$ cat src/rtl/useq_cs_address_sequencer_if.sv
// rtl/useq_cs_address_sequencer_if.sv - MIR/datapath-facing signal bundle of the microsequencer
interface useq_cs_address_sequencer_if #(
  parameter int JUMP_ADDR_BUS_WIDTH = 11,
  parameter int COND_BUS_WIDTH      = 3
);
  logic [COND_BUS_WIDTH-1:0]      USEQ_COND_IN;
  logic [JUMP_ADDR_BUS_WIDTH-1:0] USEQ_JUMP_ADDR_IN;
  logic                           USEQ_RD_IN;
  logic                           USEQ_WR_IN;
  logic                           USEQ_MemReady_In;
  logic [3:0]                     USEQ_ALUFlags_In;
  logic                           USEQ_FlagWrite_In;
  logic [31:0]                    USEQ_IR_In;
  logic [JUMP_ADDR_BUS_WIDTH-1:0] USEQ_CSAddr_OUT;
  logic [3:0]                     USEQ_Flags_OUT;
  logic                           USEQ_Stall_OUT;
  logic                           USEQ_Taken_OUT;

  // Surrounding datapath / MIR side
  modport master (
    output USEQ_COND_IN, USEQ_JUMP_ADDR_IN, USEQ_RD_IN, USEQ_WR_IN,
    output USEQ_MemReady_In, USEQ_ALUFlags_In, USEQ_FlagWrite_In, USEQ_IR_In,
    input  USEQ_CSAddr_OUT, USEQ_Flags_OUT, USEQ_Stall_OUT, USEQ_Taken_OUT
  );

  // Sequencer side
  modport slave (
    input  USEQ_COND_IN, USEQ_JUMP_ADDR_IN, USEQ_RD_IN, USEQ_WR_IN,
    input  USEQ_MemReady_In, USEQ_ALUFlags_In, USEQ_FlagWrite_In, USEQ_IR_In,
    output USEQ_CSAddr_OUT, USEQ_Flags_OUT, USEQ_Stall_OUT, USEQ_Taken_OUT
  );
endinterface

$ cat src/rtl/useq_cs_address_sequencer.sv
// rtl/useq_cs_address_sequencer.sv - control-store address sequencer with flag register and memory stall
module useq_cs_address_sequencer #(
  parameter int JUMP_ADDR_BUS_WIDTH = 11,
  parameter int COND_BUS_WIDTH      = 3,
  parameter int RESET_ADDR          = 0
) (
  input logic USEQ_CLOCK_50,
  input logic USEQ_Reset_InLow,
  useq_cs_address_sequencer_if.slave bus
);
  localparam int W = JUMP_ADDR_BUS_WIDTH;

  // Flag bit positions within {N,Z,V,C}
  localparam int FLAG_N = 3;
  localparam int FLAG_Z = 2;
  localparam int FLAG_V = 1;
  localparam int FLAG_C = 0;

  logic [W-1:0] csar;
  logic [3:0]   flags;
  logic         taken;

  logic         stall;
  logic [W-1:0] inc_addr;
  logic [10:0]  decode11;
  logic [W-1:0] decode_addr;
  logic [W-1:0] next_addr;
  logic         next_taken;

  // IR bits that never feed the decode or the COND=5 test
  logic unused_ir;
  assign unused_ir = ^{bus.USEQ_IR_In[29:25], bus.USEQ_IR_In[18:14], bus.USEQ_IR_In[12:0]};

  // The decode target is defined as an 11-bit pattern; fit it to the address width
  assign decode11    = {1'b1, bus.USEQ_IR_In[31:30], bus.USEQ_IR_In[24:19], 2'b00};
  assign decode_addr = W'(decode11);
  assign inc_addr    = csar + W'(1);

  // Stall whenever an access is requested and memory has not completed it
  always_comb begin
    stall = (bus.USEQ_RD_IN | bus.USEQ_WR_IN) & ~bus.USEQ_MemReady_In;
  end

  // Next-address select; branch tests look at the latched flags only
  always_comb begin
    next_addr  = inc_addr;
    next_taken = 1'b0;
    case (bus.USEQ_COND_IN)
      3'd1: if (flags[FLAG_N]) begin next_addr = bus.USEQ_JUMP_ADDR_IN; next_taken = 1'b1; end
      3'd2: if (flags[FLAG_Z]) begin next_addr = bus.USEQ_JUMP_ADDR_IN; next_taken = 1'b1; end
      3'd3: if (flags[FLAG_V]) begin next_addr = bus.USEQ_JUMP_ADDR_IN; next_taken = 1'b1; end
      3'd4: if (flags[FLAG_C]) begin next_addr = bus.USEQ_JUMP_ADDR_IN; next_taken = 1'b1; end
      3'd5: if (bus.USEQ_IR_In[13]) begin next_addr = bus.USEQ_JUMP_ADDR_IN; next_taken = 1'b1; end
      3'd6: begin next_addr = decode_addr; next_taken = 1'b1; end
      3'd7: begin next_addr = bus.USEQ_JUMP_ADDR_IN; next_taken = 1'b1; end
      default: begin next_addr = inc_addr; next_taken = 1'b0; end
    endcase
  end

  // CSAR, taken marker and flag register; everything holds while stalled
  always_ff @(posedge USEQ_CLOCK_50 or negedge USEQ_Reset_InLow) begin
    if (!USEQ_Reset_InLow) begin
      csar  <= W'(RESET_ADDR);
      flags <= 4'b0000;
      taken <= 1'b0;
    end else if (!stall) begin
      csar  <= next_addr;
      taken <= next_taken;
      if (bus.USEQ_FlagWrite_In) begin
        flags <= bus.USEQ_ALUFlags_In;
      end
    end
  end

  assign bus.USEQ_CSAddr_OUT = csar;
  assign bus.USEQ_Flags_OUT  = flags;
  assign bus.USEQ_Stall_OUT  = stall;
  assign bus.USEQ_Taken_OUT  = taken;
endmodule

$ cat src/flat_wrapper.sv
// flat-port wrapper written by rule: the top's interface ports become plain ports
module useq_cs_address_sequencer_flat 
#(
  parameter int JUMP_ADDR_BUS_WIDTH = 11,
  parameter int COND_BUS_WIDTH      = 3,
  parameter int RESET_ADDR          = 0
)
  (USEQ_CLOCK_50, USEQ_Reset_InLow, bus_USEQ_COND_IN, bus_USEQ_JUMP_ADDR_IN, bus_USEQ_RD_IN, bus_USEQ_WR_IN, bus_USEQ_MemReady_In, bus_USEQ_ALUFlags_In, bus_USEQ_FlagWrite_In, bus_USEQ_IR_In, bus_USEQ_CSAddr_OUT, bus_USEQ_Flags_OUT, bus_USEQ_Stall_OUT, bus_USEQ_Taken_OUT);
  useq_cs_address_sequencer_if #(.JUMP_ADDR_BUS_WIDTH(JUMP_ADDR_BUS_WIDTH), .COND_BUS_WIDTH(COND_BUS_WIDTH)) bus_i ();
  input logic USEQ_CLOCK_50;
  input logic USEQ_Reset_InLow;
  input wire logic [$bits(bus_i.USEQ_COND_IN)-1:0] bus_USEQ_COND_IN;
  input wire logic [$bits(bus_i.USEQ_JUMP_ADDR_IN)-1:0] bus_USEQ_JUMP_ADDR_IN;
  input wire logic [$bits(bus_i.USEQ_RD_IN)-1:0] bus_USEQ_RD_IN;
  input wire logic [$bits(bus_i.USEQ_WR_IN)-1:0] bus_USEQ_WR_IN;
  input wire logic [$bits(bus_i.USEQ_MemReady_In)-1:0] bus_USEQ_MemReady_In;
  input wire logic [$bits(bus_i.USEQ_ALUFlags_In)-1:0] bus_USEQ_ALUFlags_In;
  input wire logic [$bits(bus_i.USEQ_FlagWrite_In)-1:0] bus_USEQ_FlagWrite_In;
  input wire logic [$bits(bus_i.USEQ_IR_In)-1:0] bus_USEQ_IR_In;
  output wire logic [$bits(bus_i.USEQ_CSAddr_OUT)-1:0] bus_USEQ_CSAddr_OUT;
  output wire logic [$bits(bus_i.USEQ_Flags_OUT)-1:0] bus_USEQ_Flags_OUT;
  output wire logic [$bits(bus_i.USEQ_Stall_OUT)-1:0] bus_USEQ_Stall_OUT;
  output wire logic [$bits(bus_i.USEQ_Taken_OUT)-1:0] bus_USEQ_Taken_OUT;
  assign bus_i.USEQ_COND_IN = bus_USEQ_COND_IN;
  assign bus_i.USEQ_JUMP_ADDR_IN = bus_USEQ_JUMP_ADDR_IN;
  assign bus_i.USEQ_RD_IN = bus_USEQ_RD_IN;
  assign bus_i.USEQ_WR_IN = bus_USEQ_WR_IN;
  assign bus_i.USEQ_MemReady_In = bus_USEQ_MemReady_In;
  assign bus_i.USEQ_ALUFlags_In = bus_USEQ_ALUFlags_In;
  assign bus_i.USEQ_FlagWrite_In = bus_USEQ_FlagWrite_In;
  assign bus_i.USEQ_IR_In = bus_USEQ_IR_In;
  assign bus_USEQ_CSAddr_OUT = bus_i.USEQ_CSAddr_OUT;
  assign bus_USEQ_Flags_OUT = bus_i.USEQ_Flags_OUT;
  assign bus_USEQ_Stall_OUT = bus_i.USEQ_Stall_OUT;
  assign bus_USEQ_Taken_OUT = bus_i.USEQ_Taken_OUT;
  useq_cs_address_sequencer #(.JUMP_ADDR_BUS_WIDTH(JUMP_ADDR_BUS_WIDTH), .COND_BUS_WIDTH(COND_BUS_WIDTH), .RESET_ADDR(RESET_ADDR)) u_core (.USEQ_CLOCK_50(USEQ_CLOCK_50), .USEQ_Reset_InLow(USEQ_Reset_InLow), .bus(bus_i));
endmodule
$ cat config.mk
export PLATFORM = sky130hd
export DESIGN_NAME = useq_cs_address_sequencer_flat
export DESIGN_NICKNAME = d
export VERILOG_FILES = /design/src/rtl/useq_cs_address_sequencer_if.sv /design/src/rtl/useq_cs_address_sequencer.sv /design/src/flat_wrapper.sv
export SDC_FILE = /design/constraint.sdc
export NUM_CORES = 1
export LEC_CHECK = 0
export CAP_MARGIN = 40
export CORE_ASPECT_RATIO = 1.1
export CORE_MARGIN = 2
export CORE_UTILIZATION = 41
export DETAILED_ROUTE_END_ITERATION = 8
export PLACE_DENSITY = 0.84
export SLEW_MARGIN = 20
export SYNTH_ARGS = -nofsm -noshare
export SYNTH_HDL_FRONTEND = slang
export SYNTH_SLANG_ARGS = --single-unit
$ cat constraint.sdc
create_clock -name USEQ_CLOCK_50 -period 3.73 [get_ports USEQ_CLOCK_50]
set_input_delay 0.746 -clock USEQ_CLOCK_50 [delete_from_list [all_inputs] [get_ports USEQ_CLOCK_50]]
set_output_delay 0.746 -clock USEQ_CLOCK_50 [all_outputs]
set_load 0.05 [all_outputs]
# Word level (Yosys, flattened, before mapping)
# Index checks and enable logic that the tools add are counted.
# classes
add_sub_neg,1
eq_ne,7
n_mux,12
bitwise_logic,4
n_reduce_logical,2
# op_table
operator,count
11-bit one-hot mux with 7 select lines,1
11-bit two-way mux,5
"3-bit equality test, second input constant",4
"11-bit by 1-bit adder with 11-bit output, second input constant",1
"3-bit by 2-bit equality test with 1-bit output, second input constant",2
1-bit one-hot mux with 6 select lines,1
1-bit two-way mux,5
"3-bit by 1-bit equality test with 1-bit output, second input constant",1
1-bit inverter,2
2-bit AND reduction,1
2-bit OR reduction,1
1-bit AND,1
1-bit OR,1
# totals
register_bits,16
inputBits,56
word_cells,29

# Logic depth before layout (Yosys ltp)
# logic_depth
ltp_word,4
depth_mapped,7

# Worst setup path after synthesis
# Ideal clock, no wire load.
# synth_timing
kind,input-to-output
from,input bus_USEQ_MemReady_In
to,output bus_USEQ_Stall_OUT
arrival_time_ps,1663
required_ps,2984
setup_slack_ps,1321
stages,4
n_path_buf,2
path_cell_list,o21bai_1 -> inv_2 -> clkbuf_1 -> buf_2
# synth_between
elab_chain_len,2
# synth_lines
item,line_no,rtl
"start, declared",flat_wrapper.sv:16,input wire logic [$bits(bus_i.USEQ_MemReady_In)-1:0] bus_USEQ_MemReady_In;
1-bit inverter,useq_cs_address_sequencer.sv:41,stall = (bus.USEQ_RD_IN | bus.USEQ_WR_IN) & ~bus.USEQ_MemReady_In;
1-bit AND,useq_cs_address_sequencer.sv:41,
"end, declared",flat_wrapper.sv:22,output wire logic [$bits(bus_i.USEQ_Stall_OUT)-1:0] bus_USEQ_Stall_OUT;
# Every way passes these cells.

# Worst setup path in the final report
# Ends and elaborated chain as after synthesis.

==> metrics <==
Synth area leader=dfrtp_1; critical path's slowest cell=clkdlybuf4s50_1; P_leak=0.724 nW; Detailed Routing Iterations Pass 1=4; sequential fraction of the synthesis area=0.309; final worst-path cycle share=0.749; most used cell, CP=buf_4; P_int=485 uW; main area contributors after synthesis=dfrtp_1 (31%), nand3_1 (7.0%), nand2_1 (4.1%), a21oi_1 (3.9%), mux2_2 (3.5%); Syn Std Cell Area=~1300 um^2; worst-path fanout max=22; Final min period=2.79 ns; Distinct cells, synth=50; global routing usage on met2=0.331; Reg clk slew, reported paths=0.09 ns; Clock Skew=0.00420 ns; GR Util All Layers=0.197; clock latency on the worst-skew pair=just under 0.3 ns; Max stage delay on crit path=0.39 ns; worst slew pin tran=slightly above 0.5 ns; ant diodes=0; FILL cells=270; setup TNS=0 ns; I/O pin total=73; routed vias=around 1400; Critical Path AT=2.05 ns; Core Area=just over 3000 um^2; post-CTS sizing=0; PD cells=~500 nW/um^2; CP cell instances=clkdlybuf4s50_1, o21bai_1, buf_4, inv_2, buf_4; WS Path Type=in -> out; share of the synthesized area in the top cell type=0.309; Largest delay share family, worst path=buffers and inverters; setup violators final=0; Vias/cell=5.84; Mapped Cells=between 150 and 200; post-synth net total=~220; RSZ-0062 raised after global routing=false; Flop pwr share=0.313; worst min path class=reg -> reg; peak supply drop=0.279 mV; reg-to-reg slack, setup=1.75 ns; Synth Area per Inst=8.04 um^2; largest net degree at the start of global routing=23; row count=21; DIE HEIGHT=62.9 um; CTS tree=built; Post-CTS Setup Repair Bufs=0; global-route wire length before repair=5790 um; grt total ovfl=0; fraction of registers with async set/reset=1.00; clock share of power=0.127; endpoint class of the critical path=output port; CTS sink cnt=16; vias in the first global route=1302; dpl hpwl=2590 um; GPL Wtd Cong=0.789; Worst Path Required=2.98 ns; CP Launch Type=input port; switching power=446 uW; fin nets=between 200 and 300; switching fraction of total power=0.479; post-DR wirelength/cell=14.6 um; DRT antenna net count=0; fin util=0.611; Die Area=3620 um^2; R2R Path Start=u_core.bus.USEQ_Flags_OUT[3]; gr busiest metal=met2; CTS root buffer=clkbuf_4; number of synthesized flops with an enable pin=0; Slew headroom=0.662; run status=finished clean; CP bufs+invs=4; # H-tree levels=1; achievable clock frequency=358 MHz; hold_sp=u_core.bus.USEQ_Taken_OUT; ys flop type=dfrtp_1; die width=57.6 um; Logic pwr share=0.560; met1 Usage GRT=0.264; layout cell share with drive strength beyond 1=0.0821; # DRC=0; CTS Buf Count=3; area grow syn2layout=42.5%; Critical path origin=bus_USEQ_MemReady_In; Port Buffers=49; 1st-iter DRT viols=76; Slew Viols, Final=0; clock buffer depth=2; post-synthesis register bit count=16; Initial Util=0.429; initial antenna violation count=0; CTS Hold Bufs=0; WL final=about 3500 um; max cap viols=0; Hold Vio Cnt, Final=0; yosys warns=0; met3 GRT Util=0.0186
-- sequential cells by signal, summed over array words and instances, names as in the netlist --
register	cells
u_core.bus.USEQ_Taken_OUT	1
u_core.bus.USEQ_Flags_OUT	4
u_core.bus.USEQ_CSAddr_OUT	11
-- synth_stat cells (all sizes together) (3+ instances only) --
library cell	number
clkbuf	6
dfrtp	16
o211ai	5
xnor2	3
or3	5
nor2	12
nand3	18
nand4	4
buf	5
a22oi	3
o21ai	11
nand2	14
nor4bb	3
mux2	4
a21oi	10
-- power by group through the flow --
stage          clock network (mW)  registers (mW)  logic (mW)
2_1_floorplan                   0           0.437       0.198
3_5_place_dp                    0           0.293       0.520
4_1_cts                     0.120           0.290       0.522
3_3_place_gp                    0           0.292       0.514
5_1_grt                     0.128           0.300       0.562
6_report                    0.118           0.291       0.522
-- cells by family (layout without fill, tap and decap cells) --
kind of cell	count (synthesis)	after routing	share of synthesized area
AND/OR/NAND/NOR	69	69	0.277
multiplexers	6	6	0.0502
buffers and inverters	13	59	0.0444
AO/OA/AOI/OAI	51	51	0.275
flip-flops	16	16	0.309
adder cells (fa/ha/maj)	1	1	0.00966
XOR/XNOR	5	5	0.0338
-- through the flow --
stage                     worst slack (ns)  cell area, um^2  cells  total power, mW  hold WS [ns]
after CTS                            0.943             1830    240            0.932         0.541
after global routing                 0.752             1850    241            0.990         0.574
after detailed placement             0.661             1800    236            0.814         0.519
final                                0.937             1850    241            0.931         0.527
after floorplan                       1.32             1290    161            0.635         0.450
after global placement               0.647             1800    236            0.806         0.492
-- cell type report --
class | instances | area [um^2] | area share
flip-flops and latches | 16 | 400 | 0.217
inverters | 2 | 7.51 | 0.00407
multi-input cells | 132 | 837 | 0.454
clock buffers | 4 | 36.3 | 0.0197
well taps | 34 | 42.5 | 0.0231
repair buffers | 53 | 522 | 0.283
-- layout by cell type, fill, tap and decap left out, drive strengths merged, types with 2 or more instances in the layout --
cell type      Yosys  final
a211o              2      2
nor3               2      2
or2                2      2
inv                2      2
xor2               2      2
or3                5      5
xnor2              3      3
a22oi              3      3
nor4bb             3      3
and3               2      2
a211oi             2      2
nand4              4      4
mux2i              2      2
and2               2      2
nand2b             2      2
a21oi             10     10
a221o              2      2
clkdlybuf4s50      0     48
nor2              12     12
nand3             18     18
mux2               4      4
o211ai             5      5
nand2             14     14
dfrtp             16     16
o21ai             11     11
buf                5      5
o221ai             2      2
clkbuf             6      4
-- final timing paths --
| check | to | depth (start not counted) |
|---|---|---|
| setup / recovery | bus_USEQ_Stall_OUT | 5 |
| hold / removal | u_core.bus.USEQ_Taken_OUT | 2 |
| setup reg to reg | u_core.bus.USEQ_CSAddr_OUT[2] | 5 |
| hold reg to reg | u_core.bus.USEQ_Taken_OUT | 2 |
| max in group asynchronous | u_core.bus.USEQ_CSAddr_OUT[10] | 2 |
| min in group asynchronous | u_core.bus.USEQ_CSAddr_OUT[6] | 2 |
-- per-layer routing --
| metal | part of all wire | up-vias | wire length, um |
|---|---|---|---|
| li1 | - | 702 | - |
| met1 | 0.44 | 650 | 1550 |
| met2 | 0.49 | 50 | 1730 |
| met3 | 0.052 | 5 | 182 |
| met4 | 0.012 | 0 | 42 |
| met5 | 0 | - | 0 |
-- worst register-to-register path, cell delays in order, from the launching register on --
cell and delay, ns:
dfrtp_1 0.42, nor4bb_1 0.15, or3_1 0.43, or2_1 0.36, a2111oi_0 0.43, nor3_1 0.09
No activity file was read; power rests on OpenSTA's default activity.
==> edit 1 (config.mk and constraints unchanged) <==
`JUMP_ADDR_BUS_WIDTH` is set to 11 in 3 places; all go to 13.
--- a/src/rtl/useq_cs_address_sequencer_if.sv
+++ b/src/rtl/useq_cs_address_sequencer_if.sv
@@ -1,5 +1,5 @@
 // rtl/useq_cs_address_sequencer_if.sv - MIR/datapath-facing signal bundle of the microsequencer
 interface useq_cs_address_sequencer_if #(
-  parameter int JUMP_ADDR_BUS_WIDTH = 11,
+  parameter int JUMP_ADDR_BUS_WIDTH = 13,
   parameter int COND_BUS_WIDTH      = 3
 );
--- a/src/rtl/useq_cs_address_sequencer.sv
+++ b/src/rtl/useq_cs_address_sequencer.sv
@@ -1,5 +1,5 @@
 // rtl/useq_cs_address_sequencer.sv - control-store address sequencer with flag register and memory stall
 module useq_cs_address_sequencer #(
-  parameter int JUMP_ADDR_BUS_WIDTH = 11,
+  parameter int JUMP_ADDR_BUS_WIDTH = 13,
   parameter int COND_BUS_WIDTH      = 3,
   parameter int RESET_ADDR          = 0
--- a/src/flat_wrapper.sv
+++ b/src/flat_wrapper.sv
@@ -2,5 +2,5 @@
 module useq_cs_address_sequencer_flat 
 #(
-  parameter int JUMP_ADDR_BUS_WIDTH = 11,
+  parameter int JUMP_ADDR_BUS_WIDTH = 13,
   parameter int COND_BUS_WIDTH      = 3,
   parameter int RESET_ADDR          = 0
Interface: changed (resized bus_USEQ_CSAddr_OUT and bus_USEQ_JUMP_ADDR_IN); port bits go from 73 to 77. The function was not compared with the original's and may differ.
==> edit 1 against the original RTL <==
  * Worst setup slack improved by 0.20 ns
  * Final area is 10% higher
  * Routed wire length grew 12%
  * Die area grew 12%
  * Sequential share of layout area is 0.43 points higher
  * Sequential cell count grew 2
  * Clock skew hardly changed
  * Count of clock-buffer cells in the layout fell by 1
  * Synthesized area up 12%
  * Power is 4.9% lower
  * Utilization fell by 0.46 points
  * Via count up 9.4%
==> edit 1: results (changes against the original RTL) <==
| Metric | Value |
|---|---|
| Status | completed (unchanged) |
| Crit path max fanout | 13 (was 22) |
| Net switching power | 420.5 uW (was 445.9 uW) |
| Initial DRC count | 41 (was 76) |
| Final design utilization | 60.62% (was 61.08%) |
| Placed cell count | 264 (was 236) |
| Final nets | 280 (was 265) |
| Signal inverters | 8 (was 2) |
| Setup Skew | 0.004216 ns (was 0.004196 ns) |
| Seq/total area | 22.13% (was 21.69%) |
| Gpl congestion | 0.7874 (was 0.7893) |
| Met3 WL | 230 um (was 182 um) |
| Worst EP arrival | 2.82 ns (was 2.05 ns) |
| Maximum vdd ir drop | 220.6 uV (was 278.7 uV) |
| Multi-input gate area in the final layout | 918.4 um2 (was 837.1 um2) |
| Leading post-synthesis cells by cell area | dfrtp_1 (31%), a21oi_1 (4.5%), nand2_1 (3.4%), nand3_1 (3.1%), o21ai_0 (3.1%) (was dfrtp_1 (31%), nand3_1 (7.0%), nand2_1 (4.1%), a21oi_1 (3.9%), mux2_2 (3.5%)) |
| Routed WL per cell | 14.72 um (was 14.56 um) |
| Maximum clock rate | 0.3862 GHz (was 0.3581 GHz) |
| Met2 wire len | 1919 um (was 1732 um) |
| Buffers, non-clock | 56 (was 53) |
| GRT Total Usage | 20.86% (was 19.70%) |
| Comb_multi_in | 134 (was 132) |
| FF+latch count, synth | 18 (was 16) |
| Largest net degree at the start of global routing | 17 (was 23) |
| Slew @ Worst Pin | 0.7543 ns (was 0.5056 ns) |
| Clock Network Area Fraction | 1.106% (was 1.966%) |
| Hold WS | 0.4917 ns (was 0.5266 ns) |
| Syn Inst Count | 169 (was 161) |
| First-pass GRT wire length | 6499 um (was 5789 um) |
| Register area share after synthesis | 30.95% (was 30.92%) |
| Max reg flops | 13 (was 11) |
| Dpl cell area | 2013 um2 (was 1798 um2) |
| FF-to-FF setup slack | 1.96 ns (was 1.75 ns) |
| Port buffer count | 53 (was 49) |
| Met2 global-route usage | 33.33% (was 33.10%) |
| Post-DP HPWL | 2956 um (was 2590 um) |
| Vias per cell | 5.764 (was 5.838) |
## edit 1: cell types whose count changed after synthesis, moves of 3 or more
cell	delta
clkbuf_1	-3
a21oi_1	+3
o211ai_1	-5
inv_1	+3
nand3_1	-9
nor4bb_1	-3
a221oi_1	+5
## edit 1: final timing paths
check                                               from                             end  depth (start not counted)
hold reg to reg                u_core.bus.USEQ_Taken_OUT       u_core.bus.USEQ_Taken_OUT                          1
hold / removal                 u_core.bus.USEQ_Taken_OUT       u_core.bus.USEQ_Taken_OUT                          1
max in group asynchronous               USEQ_Reset_InLow   u_core.bus.USEQ_CSAddr_OUT[0]                          2
setup reg to reg           u_core.bus.USEQ_CSAddr_OUT[0]   u_core.bus.USEQ_CSAddr_OUT[8]                          6
min in group asynchronous               USEQ_Reset_InLow   u_core.bus.USEQ_CSAddr_OUT[7]                          1
setup / recovery                     bus_USEQ_COND_IN[0]  u_core.bus.USEQ_CSAddr_OUT[10]                          6
## edit 1: power by group through the flow
stage | logic (mW) | clock network [mW] | registers (mW)
floorplan | 0.180 | 0 | 0.433
finish | 0.479 | 0.104 | 0.302
detailed placement | 0.479 | 0 | 0.305
CTS | 0.480 | 0.101 | 0.301
global route | 0.514 | 0.109 | 0.309
global placement | 0.471 | 0 | 0.303
## edit 1: worst max-delay path, stage by stage
cell,delay (ns)
clkdlybuf4s50_1,0.65
nor4b_2,0.29
nor2_2,0.32
o311ai_1,0.31
nor2_1,0.29
mux2i_1,0.21
## edit 1: cell families after synthesis
group | after synthesis | share of synthesized area (%)
AND/OR/NAND/NOR | 61 | 24.34
buffers and inverters | 17 | 5.933
adder cells (fa/ha/maj) | 1 | 0.8597
AO/OA/AOI/OAI | 56 | 25.45
XOR/XNOR | 7 | 4.213
multiplexers | 9 | 8.254
flip-flops | 18 | 30.95
==> edit 2 (same settings) <==
Without the edit above. Reset style: synchronous (`USEQ_Reset_InLow`), changed in one clocked block.
--- a/src/rtl/useq_cs_address_sequencer.sv
+++ b/src/rtl/useq_cs_address_sequencer.sv
@@ -59,5 +59,5 @@
 
   // CSAR, taken marker and flag register; everything holds while stalled
-  always_ff @(posedge USEQ_CLOCK_50 or negedge USEQ_Reset_InLow) begin
+  always_ff @(posedge USEQ_CLOCK_50) begin
     if (!USEQ_Reset_InLow) begin
       csar  <= W'(RESET_ADDR);
Function: differs if USEQ_Reset_InLow is asserted again (counterexample within 4 cycles, from zero or initial values and one cycle with USEQ_Reset_InLow low); with USEQ_Reset_InLow held inactive, the same outputs for 10 cycles.
==> edit 2 against the original RTL <==
  * First-iteration DRC count fell by 1.3%
  * Sequential share of layout area fell by 2.2 points
  * Routed wire length rose by 0.88%
  * Critical path type unchanged
  * Sequential cell count did not move
  * Synthesized area fell by 13%
  * Count of clock-buffer cells in the layout did not move
  * Non-clock buffer count fell by 3
  * Register-to-register slack improved by 0.12 ns
  * Largest cell class unchanged
  * Worst setup slack got worse by 0.029 ns
  * Final area fell by 11%
Power is not compared: it rests on default switching activity, and its combinational part moved more than twofold at a synthesized area within 25%.
==> edit 2: results (changes against the original RTL) <==
| Metric | Value |
|---|---|
| Worst EP arrival | 2.08 ns (was 2.05 ns) |
| Vias in the first global route | 1238 (was 1302) |
| Ratio of cells with drive above 1 in the final layout | 4.061% (was 8.213%) |
| Synth cell count leaders | nand2_1 (22), dfxtp_1 (16), a21oi_1 (14), nor2_1 (10), o21ai_0 (10) (was nand3_1 (18), dfrtp_1 (16), nand2_1 (14), nor2_1 (12), a21oi_1 (10)) |
| Max reg flops | 11 (unchanged) |
| Syn nets | 210 (was 218) |
| Final nets | 255 (was 265) |
| Synth async-reset ratio | 0% (was 100.0%) |
| GRT Total Usage | 23.63% (was 19.70%) |
| Synthesized-area fraction occupied by xor and xnor cells | 3.902% (was 3.382%) |
| Leading post-synthesis cells by cell area | dfxtp_1 (29%), nand2_1 (7.4%), a21oi_1 (6.2%), o21ai_0 (4.5%), nand3_1 (3.6%) (was dfrtp_1 (31%), nand3_1 (7.0%), nand2_1 (4.1%), a21oi_1 (3.9%), mux2_2 (3.5%)) |
| Gpl congestion | 0.8207 (was 0.7893) |
| Post-DP HPWL | 2581 um (was 2590 um) |
| Clock-pin slew on the worst setup and hold paths | 0.11 ns (was 0.09 ns) |
| Register area share after synthesis | 28.54% (was 30.92%) |
| Post-synthesis mux area share | 0.8919% (was 5.024%) |
| Adder-Cell Fraction of Synth Area | 1.115% (was 0.9662%) |
| Place WS | 0.7691 ns (was 0.6607 ns) |
| Worst hold path depth | 2 (unchanged) |
| Vias per cell | 6.022 (was 5.838) |
| RR Startpoint | u_core.bus.USEQ_Flags_OUT[1] (was u_core.bus.USEQ_Flags_OUT[3]) |
| Largest net degree at the start of global routing | 21 (was 23) |
| Status | completed (unchanged) |
| Synth unique cells | 45 (was 50) |
| Slew headroom | 66.14% (was 66.19%) |
| Worst hold start | u_core.bus.USEQ_Flags_OUT[2] (was u_core.bus.USEQ_Taken_OUT) |
| Crit path max fanout | 20 (was 22) |
| Placed cell count | 224 (was 236) |
| First-pass GRT wire length | 5526 um (was 5789 um) |
| Avg Cell Area, Syn | 7.335 um2 (was 8.043 um2) |
| Setup Skew | 0.002306 ns (was 0.004196 ns) |
| Via count | 1373 (was 1407) |
| Initial DRC count | 75 (was 76) |
| Post-synthesis compound-gate area fraction | 32.78% (was 27.54%) |
==> edit 2: changes by cell type after synthesis, moves of 4 or more <==
cell,unedited run,this run
nand2_1,14,22
a21oi_1,10,14
nand3_1,18,8
mux2_2,4,0
o22ai_1,1,6
dfxtp_1,0,16
o211ai_1,5,0
dfrtp_1,16,0
==> edit 2: area by class of cell <==
class	count	area, um2
well taps	31	38.79
flip-flops and latches	16	320.3
repair buffers	50	495.5
clock buffers	4	36.28
fillers	235	900.9
inverters	3	11.26
multi-input cells	124	740.7
==> edit 2: worst paths after layout <==
check,endpoint,slack [ns]
min reg2reg,u_core.bus.USEQ_Flags_OUT[2],0.50
max reg2reg,u_core.bus.USEQ_CSAddr_OUT[8],1.87
min,u_core.bus.USEQ_Flags_OUT[2],0.50
max,bus_USEQ_Stall_OUT,0.91
==> edit 2: where the power goes <==
part,internal (mW),total (mW),leakage [nW],switching [mW]
Combinational,0.0842,0.197,0.440,0.113
Sequential,0.184,0.201,0.131,0.0168
Clock,0.0596,0.125,0.0210,0.0656
Total,0.328,0.524,0.593,0.196
==> edit 2: critical path, stage by stage <==
cell             delay (ns)
clkdlybuf4s50_1        0.39
o21bai_1               0.15
buf_4                  0.20
inv_1                  0.30
buf_4                  0.27
==> edit 2: per-stage QoR <==
stage          hold WS (ns)  total power [mW]  cell area (um2)
6_report             0.5036            0.5237             1643
5_1_grt              0.5303            0.5453             1643
4_1_cts              0.5046            0.5222             1643
3_5_place_dp         0.4870            0.4003             1607
3_3_place_gp         0.4831            0.3942             1607
2_1_floorplan        0.6918            0.3222             1122
==> edit 2: per-layer routing <==
layer	GRT usage, %	part of all wire (%)	up-vias	routed length, um
met3	2.538	8.2	4	289
li1	-	-	675	-
met1	29.73	40	634	1428
met5	0	0	-	0
met2	40.77	50	60	1779
met4	8.425	1.2	0	43
==> edit 2: cells by family (layout without fill, tap and decap cells) <==
| kind of cell | count (synthesis) | count (layout) |
|---|---|---|
| fa+ha+maj | 1 | 1 |
| xor+xnor | 5 | 5 |
| compound gates | 55 | 55 |
| flops | 16 | 16 |
| buf+inv | 13 | 57 |
| mux | 1 | 1 |
| simple gates | 62 | 62 |
